--- src/rtl/task_sequencer.sv ---
// task_sequencer: upstream sequencer for the recv/send/conv control block.
// The host loads a descriptor RAM while the block is idle. A start pulse walks
// descriptors 0..prog_len-1: each one is decoded into task enables plus a
// config word, announced with a task_valid pulse, and then the block waits for
// ap_done before fetching the next one. Illegal codes and hung tasks abort.
//
// Ports:
//   clk, rst                     clock, asynchronous active-high reset
//   prog_wr_en/addr/data         descriptor write port (idle only);
//                                data[2:0]={recv,send,conv}, data[CFG_W+2:3]=cfg
//   prog_len                     descriptor count, sampled on an accepted start
//   start                        start pulse, ignored unless idle
//   busy, done                   run status, one-cycle end-of-program pulse
//   err_illegal, err_timeout     sticky abort causes, cleared by next start
//   task_count                   tasks completed in the current/last run
//   task_valid                   one-cycle pulse per presented task
//   recv_enable, send_enable,
//   conv_start, task_cfg         current task, held between task_valid pulses
//   ap_done                      downstream completion level
module task_sequencer #(
   parameter int unsigned DEPTH     = 64,
   parameter int unsigned AW        = 6,
   parameter int unsigned CFG_W     = 29,
   parameter int unsigned GUARD_CYC = 2,
   parameter int unsigned TIMEOUT   = 32'd1048575
) (
   input  logic             clk,
   input  logic             rst,
   input  logic             prog_wr_en,
   input  logic [AW-1:0]    prog_wr_addr,
   input  logic [CFG_W+2:0] prog_wr_data,
   input  logic [AW:0]      prog_len,
   input  logic             start,
   output logic             busy,
   output logic             done,
   output logic             err_illegal,
   output logic             err_timeout,
   output logic [AW:0]      task_count,
   output logic             task_valid,
   output logic             recv_enable,
   output logic             send_enable,
   output logic             conv_start,
   output logic [CFG_W-1:0] task_cfg,
   input  logic             ap_done
);

   localparam int unsigned DW = CFG_W + 3;
   localparam int unsigned GW = (GUARD_CYC > 0) ? $clog2(GUARD_CYC + 1) : 1;
   localparam int unsigned WW = (TIMEOUT > 1) ? $clog2(TIMEOUT + 1) : 1;

   typedef enum logic [2:0] {
      StIdle, StFetch, StDecode, StIssue, StGuard, StWait, StFin
   } state_e;

   state_e         state_q;
   logic [AW:0]    ptr_q;
   logic [AW:0]    len_q;
   logic [GW-1:0]  guard_q;
   logic [WW-1:0]  wd_q;
   logic [DW-1:0]  mem [DEPTH];
   logic [DW-1:0]  rd_q;
   logic [2:0]     code;
   logic           legal;
   logic [AW:0]    ptr_inc;
   logic [AW:0]    len_clamped;

   assign code        = rd_q[2:0];
   assign legal       = (code == 3'b100) || (code == 3'b010) ||
                        (code == 3'b001) || (code == 3'b101);
   assign ptr_inc     = ptr_q + (AW+1)'(1);
   assign len_clamped = (prog_len > (AW+1)'(DEPTH)) ? (AW+1)'(DEPTH) : prog_len;
   assign busy        = (state_q != StIdle);

   // Descriptor RAM: write only while idle, registered read of the pointer so
   // the entry addressed in FETCH is available in DECODE.
   always_ff @(posedge clk) begin
      if (prog_wr_en && (state_q == StIdle)) begin
         mem[prog_wr_addr] <= prog_wr_data;
      end
      rd_q <= mem[ptr_q[AW-1:0]];
   end

   always_ff @(posedge clk or posedge rst) begin
      if (rst) begin
         state_q     <= StIdle;
         ptr_q       <= '0;
         len_q       <= '0;
         guard_q     <= '0;
         wd_q        <= '0;
         done        <= 1'b0;
         err_illegal <= 1'b0;
         err_timeout <= 1'b0;
         task_count  <= '0;
         task_valid  <= 1'b0;
         recv_enable <= 1'b0;
         send_enable <= 1'b0;
         conv_start  <= 1'b0;
         task_cfg    <= '0;
      end else begin
         task_valid <= 1'b0;
         done       <= 1'b0;
         unique case (state_q)
            StIdle: begin
               if (start) begin
                  err_illegal <= 1'b0;
                  err_timeout <= 1'b0;
                  task_count  <= '0;
                  len_q       <= len_clamped;
                  ptr_q       <= '0;
                  state_q     <= (len_clamped == '0) ? StFin : StFetch;
               end
            end
            StFetch: state_q <= StDecode;
            StDecode: begin
               if (legal) begin
                  {recv_enable, send_enable, conv_start} <= code;
                  task_cfg <= rd_q[DW-1:3];
                  state_q  <= StIssue;
               end else begin
                  // Enables keep the last legal task's values.
                  err_illegal <= 1'b1;
                  state_q     <= StFin;
               end
            end
            StIssue: begin
               task_valid <= 1'b1;
               guard_q    <= GW'(GUARD_CYC);
               wd_q       <= '0;
               state_q    <= (GUARD_CYC == 0) ? StWait : StGuard;
            end
            StGuard: begin
               // ap_done may still reflect the previous task here; ignore it.
               guard_q <= guard_q - GW'(1);
               wd_q    <= '0;
               if (guard_q <= GW'(1)) begin
                  state_q <= StWait;
               end
            end
            StWait: begin
               // ap_done has priority over a watchdog expiry in the same cycle.
               if (ap_done) begin
                  task_count <= task_count + (AW+1)'(1);
                  ptr_q      <= ptr_inc;
                  state_q    <= (ptr_inc == len_q) ? StFin : StFetch;
               end else if ((TIMEOUT != 0) && (wd_q == WW'(TIMEOUT - 1))) begin
                  err_timeout <= 1'b1;
                  state_q     <= StFin;
               end else begin
                  wd_q <= wd_q + WW'(1);
               end
            end
            StFin: begin
               done    <= 1'b1;
               state_q <= StIdle;
            end
            default: state_q <= StIdle;
         endcase
      end
   end

endmodule

--- config.mk ---
export PLATFORM = sky130hd
export DESIGN_NAME = task_sequencer
export DESIGN_NICKNAME = d
export VERILOG_FILES = /design/src/rtl/task_sequencer.sv
export SDC_FILE = /design/constraint.sdc
export NUM_CORES = 2
export LEC_CHECK = 0
export ABC_AREA = 1
export CORE_MARGIN = 2
export CORE_UTILIZATION = 35
export DETAILED_ROUTE_END_ITERATION = 7
export GPL_TIMING_DRIVEN = 0
export PLACE_DENSITY = 0.49
export SLEW_MARGIN = 10
export SYNTH_ARGS = -nofsm -noshare
export SYNTH_HDL_FRONTEND = slang
export SYNTH_SLANG_ARGS = --single-unit
export TNS_END_PERCENT = 1
--- constraint.sdc ---
create_clock -name clk -period 7.1 [get_ports clk]
set_input_delay 1.42 -clock clk [delete_from_list [all_inputs] [get_ports clk]]
set_output_delay 1.42 -clock clk [all_outputs]
set_load 0.05 [all_outputs]
==> metrics.md <==
| Metric | Value |
|---|---|
| Fin. max-slew vios | `0` |
| Clock Latency Late Sink | `just over 0.9 ns` |
| Cell depth of the worst flop-to-flop path | `9` |
| Largest net degree at the start of global routing | `65` |
| Row count | `181` |
| Initial antenna violation count | `32` |
| Worst Path Arrival | `around 5.5 ns` |
| Total track usage | `29.3%` |
| Critical path type | `reg2reg` |
| Synth async-reset ratio | `under 10%` |
| Final hold vios | `0` |
| Cts hold-fix bufs | `0` |
| Final Non-Filler Cells | `around 10000` |
| Avg Inst Size Synth | `about 13 sq um` |
| DRT iter0 DRCs | `9681` |
| Crit share post-route | `67.9%` |
| Dpl ws | `around 2.2 ns` |
| DP Wirelength | `approximately 260000 um` |
| First-pass GRT wire length | `about 490000 um` |
| Filler cells | `between 20000 and 25000` |
| Wirelength, routed | `about 370000 um` |
| Final worst setup slack | `2.28 ns` |
| Largest area contributor in the netlist | `edfxtp_1` |
| Clock Skews | `~0.054 ns` |
| Top-Level Pins | `94` |
| Post-DR wirelength/cell | `36.4 um` |
| Synth Cell Area | `about 85000 sq um` |
| Unrepaired setup endpoints after global routing | `false` |
| Post-layout nets | `~6900` |
| Core Region | `243000 sq um` |
| Critical path's slowest cell | `clkbuf_1` |
| H-tree depth | `4` |
| Max Cap Violations | `0` |
| Die Span Y | `approximately 500 um` |
| Hold depth | `2` |
| Worst-path cell chain | `buf_4 > inv_2 > buf_2 > clkbuf_1 > o221ai_1 > o211ai_1 > nand3_1 > nand3_1 > nand2_1` |
| Post-synthesis cell count | `between 6000 and 7000` |
| Setup TNS | `0 ns` |
| Final setup fails | `0` |
| Slew headroom | `3.84%` |
| Yosys cell types | `between 40 and 50` |
| Clock slew at reported path FFs | `0.06 ns` |
| Clk sink count | `roughly 2200` |
| Layout area overhead | `19.5%` |
| Sequential-to-total area share from yosys stat | `approximately 75%` |
| Critical path's largest stage delay | `between 1 and 1.5 ns` |
| Starting Density | `around a third` |
| Detail Route Antenna Nets | `0` |
| Synth top area cells | `edfxtp_1 (72%), nor2_1 (5.7%), o21ai_0 (5.5%)` |
| GRT overflow | `0` |
| Synth Flop Type | `edfxtp_1` |
| Clock Tree Buf Depth | `3` |
| Seq cells post-synth | `2162` |
| Startpoint Class | `flop` |
| Ys Warns | `0` |
| Port Buf Inserts | `93` |
| Gp weighted congestion | `~0.99` |
| Pre-Repair DR Iteration Count | `8` |
| Status | `completed` |
| Vias/cell | `around 6` |
| Cells after DPL | `9802` |
| DR vias | `61000` |
| Cell area power density | `roughly 360 nW/um^2` |
| Worst Max-Slew Pin Slew | `1.44 ns` |
| Synth Net Count | `approximately 6400` |
| Number of synthesized flops with an enable pin | `a little over 2000` |
| Worst path most repeated cell | `nand3_1` |
| Final Util | `42.0%` |
| Fmax | `slightly above 200 MHz` |
| Peak supply drop | `0.000276 V` |
| TritonCTS clock tree | `yes` |
| Number of global-route vias before repair | `56000` |
| Root Buffer Master | `clkbuf_16` |
| CTS Buf Count | `230` |
| DIE AREA | `248000 sq um` |
| Top-area cell type share of the netlist area | `between 70% and 80%` |
| Die X | `498 um` |
| Worst Setup End Kind | `flop` |
| Setup Buffers After CTS | `0` |
| Crit path max fanout | `10` |
| Share of cells above drive strength 1 | `11.8%` |
| Crit path time final | `4.82 ns` |
| DRC Markers | `0` |
| Required time of the critical path | `just under 8 ns` |
| PostCTS Resize Cnt | `0` |
| Worst hold path class | `reg2reg` |
| Leak | `~0.033 uW` |
Yosys cell counts, drive strengths merged (2+ instances only):
cell type	n
xor2	8
ha	5
edfxtp	2048
nand2	228
buf	208
nor3b	2
clkinv	2
nand4	7
nor3	19
nand3	266
clkbuf	248
o211ai	387
o21ai	1042
o22ai	229
inv	63
nor2	1304
dfxtp	32
a21oi	15
o31ai	6
o221ai	125
or2	4
dfrtp	82
xnor2	2
stage by stage:
stage	instance area [sq um]	power (uW)	hold WS, ns
after floorplan	85300	20000	0.410
after global placement	90200	24800	0.422
after detailed placement	94600	24900	0.426
after CTS	102000	36600	0.436
after global routing	102000	37700	0.440
final	102000	36700	0.429
sequential cells by signal (all words and copies together) (netlist names):
register,count
guard_q,2
wd_q,20
task_cfg,29
task_count,7
err_illegal,1
send_enable,1
task_valid,1
state_q,3
done,1
rd_q,32
mem,2048
err_timeout,1
ptr_q,7
conv_start,1
len_q,7
recv_enable,1
cells in the final DEF (no fill, tap or decap), drive strengths merged, types with 4 or more instances in the layout:
| master | n |
|---|---|
| a21oi | 15 |
| clkdlybuf4s50 | 61 |
| o22ai | 229 |
| diode | 10 |
| nor3 | 19 |
| inv | 72 |
| o211ai | 387 |
| clkinvlp | 6 |
| bufinv | 16 |
| o221ai | 125 |
| ha | 5 |
| or2 | 4 |
| dfrtp | 82 |
| o21ai | 1042 |
| nor2 | 1304 |
| clkbuf | 546 |
| nand4 | 7 |
| nand3 | 266 |
| clkinv | 104 |
| nand2 | 228 |
| o31ai | 6 |
| edfxtp | 2048 |
| buf | 408 |
| dfxtp | 32 |
| xor2 | 8 |
worst max-delay path: cells and delay by family, from the launching register on:
family	cells	cell delay, ns
buffers and inverters	4	2.60
AO/OA/AOI/OAI	2	0.67
AND/OR/NAND/NOR	3	0.93
flip-flops	1	0.36
layout make-up:
type | count | area (sq um) | area share, %
sequential | 2162 | 64200 | 63.0
multi-input combinational | 3656 | 18900 | 18.5
clock buffer | 298 | 6130 | 6.02
timing repair buffer | 261 | 4810 | 4.72
tap | 3202 | 4010 | 3.93
buffer | 456 | 2450 | 2.41
clock inverter | 133 | 1160 | 1.14
inverter | 65 | 250 | 0.246
antenna | 10 | 25.0 | 0.0246
where the power goes:
| group | switching (uW) | internal, uW | leakage, uW |
|---|---|---|---|
| Combinational | 7830 | 2590 | 0.00942 |
| Clock | 5240 | 6660 | 0.00357 |
| Sequential | 185 | 14200 | 0.0198 |
final timing paths:
path	from	end	slack (ns)
setup / recovery	ptr_q[2]	rd_q[16]	2.28
min in group asynchronous	rst	err_timeout	0.90
hold reg to reg	rd_q[16]	task_cfg[13]	0.43
max in group asynchronous	rst	task_cfg[6]	5.51
hold / removal	rd_q[16]	task_cfg[13]	0.43
setup reg to reg	ptr_q[2]	rd_q[16]	2.28
logic make-up after synthesis:
logic type      count (synthesis)  share of synthesized area (%)
simple gates                 1834                           8.60
flops                        2162                           75.3
mux                             1                         0.0117
fa+ha+maj                       5                         0.0734
buf+inv                       521                           3.16
xor+xnor                       10                          0.103
compound gates               1806                           12.8
layer usage:
layer | vias up | part of all wire, % | track usage, %
li1 | 25000 | - | -
met1 | 31000 | 39 | 39.4
met2 | 4122 | 44 | 44.1
met3 | 833 | 11 | 6.52
met4 | 6 | 6.5 | 16.3
met5 | - | 0.0091 | 0
No activity file was read; power rests on OpenSTA's default activity.
